`config.mk`:
```
export PLATFORM = sky130hd
export DESIGN_NAME = hsv_core_issue
export DESIGN_NICKNAME = d
export VERILOG_FILES = /design/src/rtl/hsv_core_issue.sv
export SDC_FILE = /design/constraint.sdc
export NUM_CORES = 1
export LEC_CHECK = 0
export ABC_AREA = 1
export CORE_ASPECT_RATIO = 0.9
export CORE_MARGIN = 3
export CORE_UTILIZATION = 32
export DETAILED_ROUTE_END_ITERATION = 10
export PLACE_DENSITY = 0.61
export SLEW_MARGIN = 20
export SYNTH_ARGS = -nofsm -noshare
export SYNTH_HDL_FRONTEND = slang
export SYNTH_SLANG_ARGS = --single-unit
```
`constraint.sdc`:
```
create_clock -name clk_core -period 5.7 [get_ports clk_core]
set_input_delay 1.14 -clock clk_core [delete_from_list [all_inputs] [get_ports clk_core]]
set_output_delay 1.14 -clock clk_core [all_outputs]
set_load 0.01 [all_outputs]
```
`src/rtl/hsv_core_issue.sv`:
```
// Issue stage: scoreboard hazard check, operand read with writeback
// bypass, and a one-entry registered dispatch slot per execution unit.
package hsv_core_issue_pkg;
  typedef struct packed {
    logic [4:0] rs1_addr;
    logic [4:0] rs2_addr;
    logic [4:0] rd_addr;
    logic       uses_rs1;
    logic       uses_rs2;
    logic       writes_rd;
  } issue_common_t;

  // exec_select bit order: alu, foo, mem, branch, ctrlstatus
  typedef struct packed {
    issue_common_t common;
    logic [4:0]    exec_select;
    logic [31:0]   imm;
  } issue_data_t;

  localparam int unsigned SEL_ALU = 0;
  localparam int unsigned SEL_FOO = 1;
  localparam int unsigned SEL_MEM = 2;
  localparam int unsigned SEL_BR  = 3;
  localparam int unsigned SEL_CSR = 4;
endpackage

module hsv_core_issue
  import hsv_core_issue_pkg::*;
#(
  parameter int unsigned REG_COUNT  = 32,
  parameter int unsigned REG_ADDR_W = 5
) (
  input  logic                  clk_core,
  input  logic                  rst_core,
  input  logic                  flush_req,
  output logic                  flush_ack,
  output logic                  ready_o,
  input  logic                  valid_i,
  input  issue_data_t           issue_data,
  output logic [REG_ADDR_W-1:0] rf_raddr1,
  output logic [REG_ADDR_W-1:0] rf_raddr2,
  input  logic [31:0]           rf_rdata1,
  input  logic [31:0]           rf_rdata2,
  input  logic                  wb_valid,
  input  logic [REG_ADDR_W-1:0] wb_rd,
  input  logic [31:0]           wb_data,
  output issue_data_t           exec_data,
  output logic [31:0]           rs1_value,
  output logic [31:0]           rs2_value,
  output logic                  alu_valid_o,
  output logic                  foo_valid_o,
  output logic                  mem_valid_o,
  output logic                  branch_valid_o,
  output logic                  ctrlstatus_valid_o,
  input  logic                  alu_ready_i,
  input  logic                  foo_ready_i,
  input  logic                  mem_ready_i,
  input  logic                  branch_ready_i,
  input  logic                  ctrlstatus_ready_i
);

  logic [REG_COUNT-1:0] pending_q, pending_d;
  logic [REG_COUNT-1:0] wb_mask, eff;
  logic [4:0]           valid_q, valid_d;
  logic [4:0]           unit_ready;
  logic                 flush_ack_q;
  issue_data_t          exec_data_q, exec_data_d;
  logic [31:0]          rs1_q, rs1_d;
  logic [31:0]          rs2_q, rs2_d;
  logic                 hazard, out_busy, fire;

  function automatic logic [31:0] pick(
    input logic [REG_ADDR_W-1:0] addr,
    input logic [31:0]           rdata
  );
    if (addr == '0) return 32'd0;
    if (wb_valid && wb_rd == addr) return wb_data;
    return rdata;
  endfunction

  assign rf_raddr1 = issue_data.common.rs1_addr;
  assign rf_raddr2 = issue_data.common.rs2_addr;

  assign unit_ready = {ctrlstatus_ready_i, branch_ready_i,
                       mem_ready_i, foo_ready_i, alu_ready_i};

  always_comb begin
    wb_mask = '0;
    if (wb_valid && wb_rd != '0) wb_mask[wb_rd] = 1'b1;
    eff = pending_q & ~wb_mask;
    hazard = valid_i & (
      (issue_data.common.uses_rs1  & eff[issue_data.common.rs1_addr]) |
      (issue_data.common.uses_rs2  & eff[issue_data.common.rs2_addr]) |
      (issue_data.common.writes_rd & eff[issue_data.common.rd_addr]));
    out_busy = |(valid_q & ~unit_ready);
    ready_o  = ~hazard & ~out_busy & ~flush_req;
    fire     = valid_i & ready_o;
  end

  always_comb begin
    pending_d   = eff;
    valid_d     = valid_q & ~unit_ready;
    exec_data_d = exec_data_q;
    rs1_d       = rs1_q;
    rs2_d       = rs2_q;
    if (fire) begin
      valid_d     = issue_data.exec_select;
      exec_data_d = issue_data;
      rs1_d       = pick(issue_data.common.rs1_addr, rf_rdata1);
      rs2_d       = pick(issue_data.common.rs2_addr, rf_rdata2);
      // set after clear so a same-edge writeback cannot drop it
      if (issue_data.common.writes_rd &&
          issue_data.common.rd_addr != '0)
        pending_d[issue_data.common.rd_addr] = 1'b1;
    end
    if (flush_req) begin
      pending_d = '0;
      valid_d   = '0;
    end
  end

  always_ff @(posedge clk_core) begin
    if (rst_core) begin
      pending_q   <= '0;
      valid_q     <= '0;
      flush_ack_q <= 1'b1;
    end else begin
      pending_q   <= pending_d;
      valid_q     <= valid_d;
      flush_ack_q <= flush_req;
    end
  end

  always_ff @(posedge clk_core) begin
    exec_data_q <= exec_data_d;
    rs1_q       <= rs1_d;
    rs2_q       <= rs2_d;
  end

  assign flush_ack          = flush_ack_q;
  assign exec_data          = exec_data_q;
  assign rs1_value          = rs1_q;
  assign rs2_value          = rs2_q;
  assign alu_valid_o        = valid_q[SEL_ALU];
  assign foo_valid_o        = valid_q[SEL_FOO];
  assign mem_valid_o        = valid_q[SEL_MEM];
  assign branch_valid_o     = valid_q[SEL_BR];
  assign ctrlstatus_valid_o = valid_q[SEL_CSR];

  a_sel_onehot: assert property (@(posedge clk_core)
    disable iff (rst_core) fire |-> $onehot(issue_data.exec_select));

endmodule
```
==> key figures, run 1 <==
Clock tree
  – Worst-skew pair later-pin latency: roughly 430 ps
  – Post-CTS Resized: 0
  – Worst-case clock buffer depth: 2
  – Clk slew on worst S/H paths: approximately 70 ps
  – CTS H-Tree Depth: 4
  – Clk Tree Root Cell: clkbuf_16
  – Post-CTS setup buffer count: 0
  – CTS Buf Count: 17
  – CTS sink cnt: approximately 160
  – Hold-fix buffers, CTS: 0
  – TritonCTS clock tree: built

Global routing
  – GRT met2 Usage: between 30% and 40%
  – Vias in the first global route: 7850
  – Grt total ovfl: 0
  – First-pass GRT wire length: 46.3 mm
  – Total GRT Usage: 22.8%
  – Largest net degree at the start of global routing: 54
  – GRT busiest layer: met2
  – Met3 Usage GRT: around 4.4%
  – GR met1 Demand/Resource: 29.6%
  – Initial antenna violation count: 0

Final layout
  – Nets: ~1400
  – Area Growth Syn to Fin: 51.9%
  – Commonest non-fill, non-tap cells in the layout: 301 x clkdlybuf4s50_1, 223 x nand2_1, 119 x edfxtp_1, 105 x a21oi_1, 105 x nand4_1
  – Utilization after layout: 50.0%
  – Share of layout cells above drive strength 1: 6.77%
  – Most common cell after layout, fill and taps aside: clkdlybuf4s50_1
  – Final instance area: 11800 sq um
  – Layout filler cell count: around 2200
  – # diodes: 0

Timing
  – Final hold vios: 0
  – Final period util: 93.4%
  – Final min period: 5320 ps
  – Slew at the pin closest to its max-slew limit: 921 ps
  – Max Slew Vio Count: 0
  – Final setup viols: 0
  – Fmax: between 0.15 and 0.2 GHz
  – Slew headroom: 38.6%
  – Fin Setup TNS: 0 ps
  – RSZ-0062 raised after global routing: no
  – Final setup margin: 379 ps
  – Clock Skew: 14.1 ps

Synth
  – Register area share after synthesis: between 50 and 60%
  – Syn_nets: 1064
  – Mean post-synth cell area: 8.65 sq um
  – Synthesized instance count: around 900
  – FF+latch count, synth: 157
  – Synthesis Warnings: 0
  – Distinct cell type count after synthesis: 26
  – Post-synthesis cell area: 7760 sq um

Setup path
  – Worst R2R Path Depth: 15
  – CP Max Fanout: 7
  – CP endpoint kind: primary output
  – CP Data Arrival Time: ~4200 ps
  – Critical path required time: roughly 4600 ps
  – Reg-to-Reg End: exec_data[47]
  – Reg2reg start: pending_q[11]
  – Nature of the critical path startpoint: input pin
  – Worst reg-to-reg setup slack: 2850 ps
  – Setup CP Type: input pin to primary output

Drt
  – DR WL/cell: 20.5 microns
  – Routed vias: about 8000
  – # DRC: 0
  – Iter 0 DRT Violations: a little under 900
  – Number of routed nets with antenna violations: 0
  – DRT Pass-1 Iters: 8
  – Post-Route WL: around 30 mm
  – Vias per cell: 5.36

Power
  – Leakage: 4.35 nW
  – Cell Pwr Density: 247 nW/um^2
  – Maximum vdd drop: ~0.14 mV

Die
  – DIE AREA: between 20000 and 30000 sq um
  – DIE HEIGHT: 154 microns
  – Io pins: 302
  – Die X: 170 microns
  – Rows: 53
  – Core Region: 23600 sq um
  – Starting Density: 32.9%

Place
  – GPL Wtd Cong: roughly 1
  – Dpl hpwl: 21.9 mm
  – IO buf count: 301
  – Pre-CTS setup slack: 475 ps
  – Post-DP Area: 11200 sq um

Outcome
  – Status: completed

Worst hold path
  – Worst hold endpoint: pending_q[18]
  – Hold Path Class: flop to flop
  – Hold path depth: 2
  – Min-delay src: pending_q[18]

Flow run
  – Max cap viols: 0
==> synth_stat cells <==
cell type / n / area share, %
a21oi_1: 107 / 6.9
a221oi_1: 4 / 0.45
and2_1: 2 / 0.16
buf_1: 2 / 0.097
buf_2: 6 / 0.39
buf_4: 12 / 1.2
buf_6: 1 / 0.15
clkbuf_1: 43 / 2.1
clkinv_1: 2 / 0.097
dfxtp_1: 38 / 9.8
edfxtp_1: 119 / 46
inv_1: 52 / 2.5
inv_2: 6 / 0.29
nand2_1: 223 / 11
nand3_1: 68 / 4.4
nand3_2: 2 / 0.26
nand4_1: 105 / 8.5
nor2_1: 67 / 3.2
nor2_2: 2 / 0.16
nor3_1: 5 / 0.32
nor4_1: 2 / 0.16
o211ai_1: 2 / 0.19
o21a_1: 2 / 0.19
o21ai_0: 9 / 0.58
o21ai_1: 12 / 0.77
o22ai_1: 5 / 0.40
==> kinds of logic after synthesis <==
family | synth area share (%)
simple gates | 27.9
flops | 55.8
compound gates | 9.49
buf+inv | 6.77
==> sequential cells by signal, summed over array words and instances, names as in the netlist <==
register	flops
exec_data	55
flush_ack	1
pending_q	32
rs1_value	32
rs2_value	32
valid_q	5
==> report_power, final <==
group / switching [mW] / internal (mW)
registers: 0.00898 / 1.28
clock network: 0.546 / 0.583
logic: 0.269 / 0.231
total: 0.825 / 2.09
==> through the flow <==
stage                     instances  hold WS, ps  total power, mW
after floorplan                 898          441             1.52
after global placement         1467          487             1.81
after detailed placement       1467          492             1.81
after CTS                      1498          500             2.95
after global routing           1498          523             3.03
final                          1498          501             2.92
==> worst max path at each step <==
stage | from | to | slack (ps)
6_report | wb_rd[1] | ready_o | 380
2_1_floorplan | wb_rd[4] | exec_data[0] | 330
3_3_place_gp | wb_rd[1] | ready_o | 460
5_1_grt | wb_rd[2] | ready_o | 170
3_5_place_dp | wb_rd[1] | ready_o | 480
4_1_cts | wb_rd[1] | ready_o | 450
==> cell type report <==
cell class	instances	area, sq um	share of cell area [%]
sequential	157	4330	36.8
clock buffer	17	425	3.61
inverter	60	228	1.93
multi-input combinational	617	3000	25.4
timing repair buffer	331	3280	27.8
tap	302	378	3.20
clock inverter	14	151	1.28
==> routing by layer <==
| layer | up-vias | routed length (microns) |
|---|---|---|
| met5 | - | 0 |
| met4 | 0 | 1030 |
| met3 | 63 | 2420 |
| met2 | 448 | 14700 |
| met1 | 3769 | 12600 |
| li1 | 3754 | - |
==> worst max-delay path, cell delays in order <==
cell             delay, ps
clkdlybuf4s50_1        570
inv_2                  200
nand3_1                240
o21ai_0                570
nand2_1                100
nand4_1                150
nand2_1                110
nand3_1                100
nor2_1                  60
nand2_1                 60
nand2_1                 60
nor2_2                 140
o21a_1                 130
clkdlybuf4s50_1        540
(Power assumes the default switching activity.)
==> run 2, diff against run 1 <==
- CORE_UTILIZATION: 32 -> 40
- PLACE_DENSITY: 0.61 -> 0.74
==> key figures, run 2 (synthesis results as in run 1) <==
Drt
  – Vias per cell: 5.71 (+6.4%)
  – Post-Route WL: 29.7 mm (-3.3%)
  – Iter 0 DRT Violations: 910 (+4.5%)
  – Number of routed nets with antenna violations: 0 (unchanged)
  – # DRC: 0 (unchanged)
  – DR WL/cell: 20.6 microns (+0.67%)
  – DRT Pass-1 Iters: 6 (-2)
  – Routed vias: 8213 (+2.2%)

Clock tree
  – TritonCTS clock tree: built
  – Post-CTS Resized: 0 (unchanged)
  – Worst-skew pair later-pin latency: 430 ps (about the same)
  – Clk Tree Root Cell: clkbuf_16
  – Clk slew on worst S/H paths: 60 ps (about the same)
  – Post-CTS setup buffer count: 0 (unchanged)
  – CTS Buf Count: 17 (unchanged)
  – CTS H-Tree Depth: 4 (unchanged)
  – Worst-case clock buffer depth: 2 (unchanged)
  – Hold-fix buffers, CTS: 0 (unchanged)
  – CTS sink cnt: 157 (unchanged)

Setup path
  – CP Cell Sequence: clkdlybuf4s50_1 -> inv_2 -> nand3_1 -> o21ai_0 -> a21oi_1 -> nand3_1 -> nand3_1 -> nand2_1 -> nand2_1 -> nand2_1 -> nor2_1 -> nor2_2 -> o21a_1 -> clkdlybuf4s50_1
  – CP Data Arrival Time: 4040 ps (-140 ps)
  – CP Max Fanout: 6 (-1)
  – Crit path max-delay cell type: clkdlybuf4s50_1
  – Nature of the critical path startpoint: input pin
  – CP bufs+invs: 3 (unchanged)
  – Setup CP Type: input pin to primary output
  – Critical path required time: 4560 ps (about the same)
  – CP endpoint kind: primary output
  – CP top delay family: buffers and inverters
  – Critical Path Max Stage Delay: 560 ps (about the same)

Timing
  – Final period util: 90.9% (-2.4 points)
  – Fmax: 0.193 GHz (+2.7%)
  – Slew headroom: 28.1% (-10 points)
  – Clock Skew: 12.8 ps (-1.27 ps)
  – Final min period: 5180 ps (-139 ps)
  – RSZ-0062 raised after global routing: no
  – Final hold vios: 0 (unchanged)
  – Max Slew Vio Count: 0 (unchanged)
  – Fin Setup TNS: 0 ps (unchanged)
  – Slew at the pin closest to its max-slew limit: 1070 ps (+151 ps)
  – Final setup viols: 0 (unchanged)

Power
  – Power share of the sequential group: 42.7% (-1.4 points)
  – PnR Total Power: 3.01 mW (+3.2%)
  – Gate power share: 16.4% (-0.8 points)
  – Net Sw Frac: 26.4% (-1.9 points)
  – Leakage: 4.36 nW (+0.36%)
  – P_int: 2.22 mW (+6.0%)
  – Cell Pwr Density: 257 nW/um^2 (+3.7%)
  – Maximum vdd drop: 0.206 mV (+46%)
  – Net switching power: 0.794 mW (-3.8%)
  – Clock power frac: 40.8% (+2.1 points)

Global routing
  – Grt total ovfl: 0 (unchanged)
  – Initial antenna violation count: 0 (unchanged)
  – Largest net degree at the start of global routing: 59 (+9.3%)
  – Vias in the first global route: 7928 (+0.99%)
  – Total GRT Usage: 27.5% (+4.8 points)
  – First-pass GRT wire length: 45.9 mm (-0.86%)

Final layout
  – Share of layout cells above drive strength 1: 6.53% (-0.24 points)
  – # diodes: 0 (unchanged)
  – Commonest non-fill, non-tap cells in the layout: 301 x clkdlybuf4s50_1, 223 x nand2_1, 119 x edfxtp_1, 105 x a21oi_1, 105 x nand4_1
  – Utilization after layout: 62.8% (+13 points)
  – Nets: 1347 (-0.22%)
  – Area Growth Syn to Fin: 51.1%
  – Most common cell after layout, fill and taps aside: clkdlybuf4s50_1
  – Largest register FFs: 55 (unchanged)

Worst hold path
  – Hold Path Class: flop to flop

Die
  – Starting Density: 41.5% (+8.6 points)
  – DIE HEIGHT: 138 microns (-10%)
  – DIE AREA: 21100 sq um (-19%)
  – Rows: 47 (-11%)
  – Die X: 153 microns (-10%)
  – Core Region: 18700 sq um (-21%)
  – Io pins: 302 (unchanged)

Outcome
  – Status: completed

Place
  – IO buf count: 301 (unchanged)
  – GPL Wtd Cong: 1.01 (+2.3%)
  – Dpl hpwl: 21.3 mm (-3.1%)

Flow run
  – Max cap viols: 0 (unchanged)
[run 2: cell types whose count changed in the layout (fill, tap and decap cells not counted), sizes merged]
cell,before,now
buf,30,27
bufinv,0,3
clkinv,5,3
clkinvlp,3,1
clkbuf,17,18
inv,66,67
[run 2: metal layers]
| layer | track usage [%] | wire length (microns) | up-vias |
|---|---|---|---|
| li1 | - | - | 3756 |
| met1 | 36.3 | 11600 | 3843 |
| met2 | 45.2 | 14200 | 530 |
| met3 | 5.53 | 2710 | 84 |
| met4 | 10.5 | 1130 | 0 |
| met5 | 0 | 0 | - |
[run 2: per-stage QoR]
step / hold WS [ps] / area [sq um] / cells / setup WS, ps
6_report: 500 / 11700 / 1439 / 518
5_1_grt: 526 / 11700 / 1439 / 347
4_1_cts: 500 / 11700 / 1439 / 598
3_5_place_dp: 491 / 11100 / 1407 / 617
3_3_place_gp: 481 / 11100 / 1407 / 608
2_1_floorplan: 441 / 7760 / 898 / 328
[run 2: power by group through the flow]
stage          registers [mW]  logic (mW)  clock network [mW]
3_3_place_gp             1.31       0.485                   0
6_report                 1.29       0.495                1.23
3_5_place_dp             1.31       0.489                   0
2_1_floorplan            1.34       0.184                   0
5_1_grt                  1.29       0.529                1.30
4_1_cts                  1.29       0.492                1.25
[run 2: path summary, 6_finish.rpt]
check                     start             to  slack (ps)  cells past startpoint
setup / recovery       wb_rd[0]        ready_o         520                     14
hold / removal     pending_q[0]   pending_q[0]         500                      2
setup reg to reg  pending_q[11]  rs1_value[17]        2820                     15
hold reg to reg    pending_q[0]   pending_q[0]         500                      2
[run 2: worst min-delay path: cells and delay by family, from the launching register on]
| kind | cells | cell delay, ps |
|---|---|---|
| DFF | 1 | 340 |
| buffers and inverters | 1 | 80 |
| and+or+nand+nor | 1 | 40 |
[run 2: layout make-up]
cell class | count | area (sq um)
multi-input cells | 617 | 3000
clock buffers | 18 | 429
flip-flops and latches | 157 | 4330
fillers | 1622 | 6960
inverters | 60 | 228
repair buffers | 328 | 3240
clock inverters | 14 | 198
well taps | 245 | 307
==> run 3, diff against run 2 <==
- ABC_CLOCK_PERIOD_IN_PS: default -> 5700
==> results of run 3 <==
Final layout, timing and power as in run 2 (identical DEF).
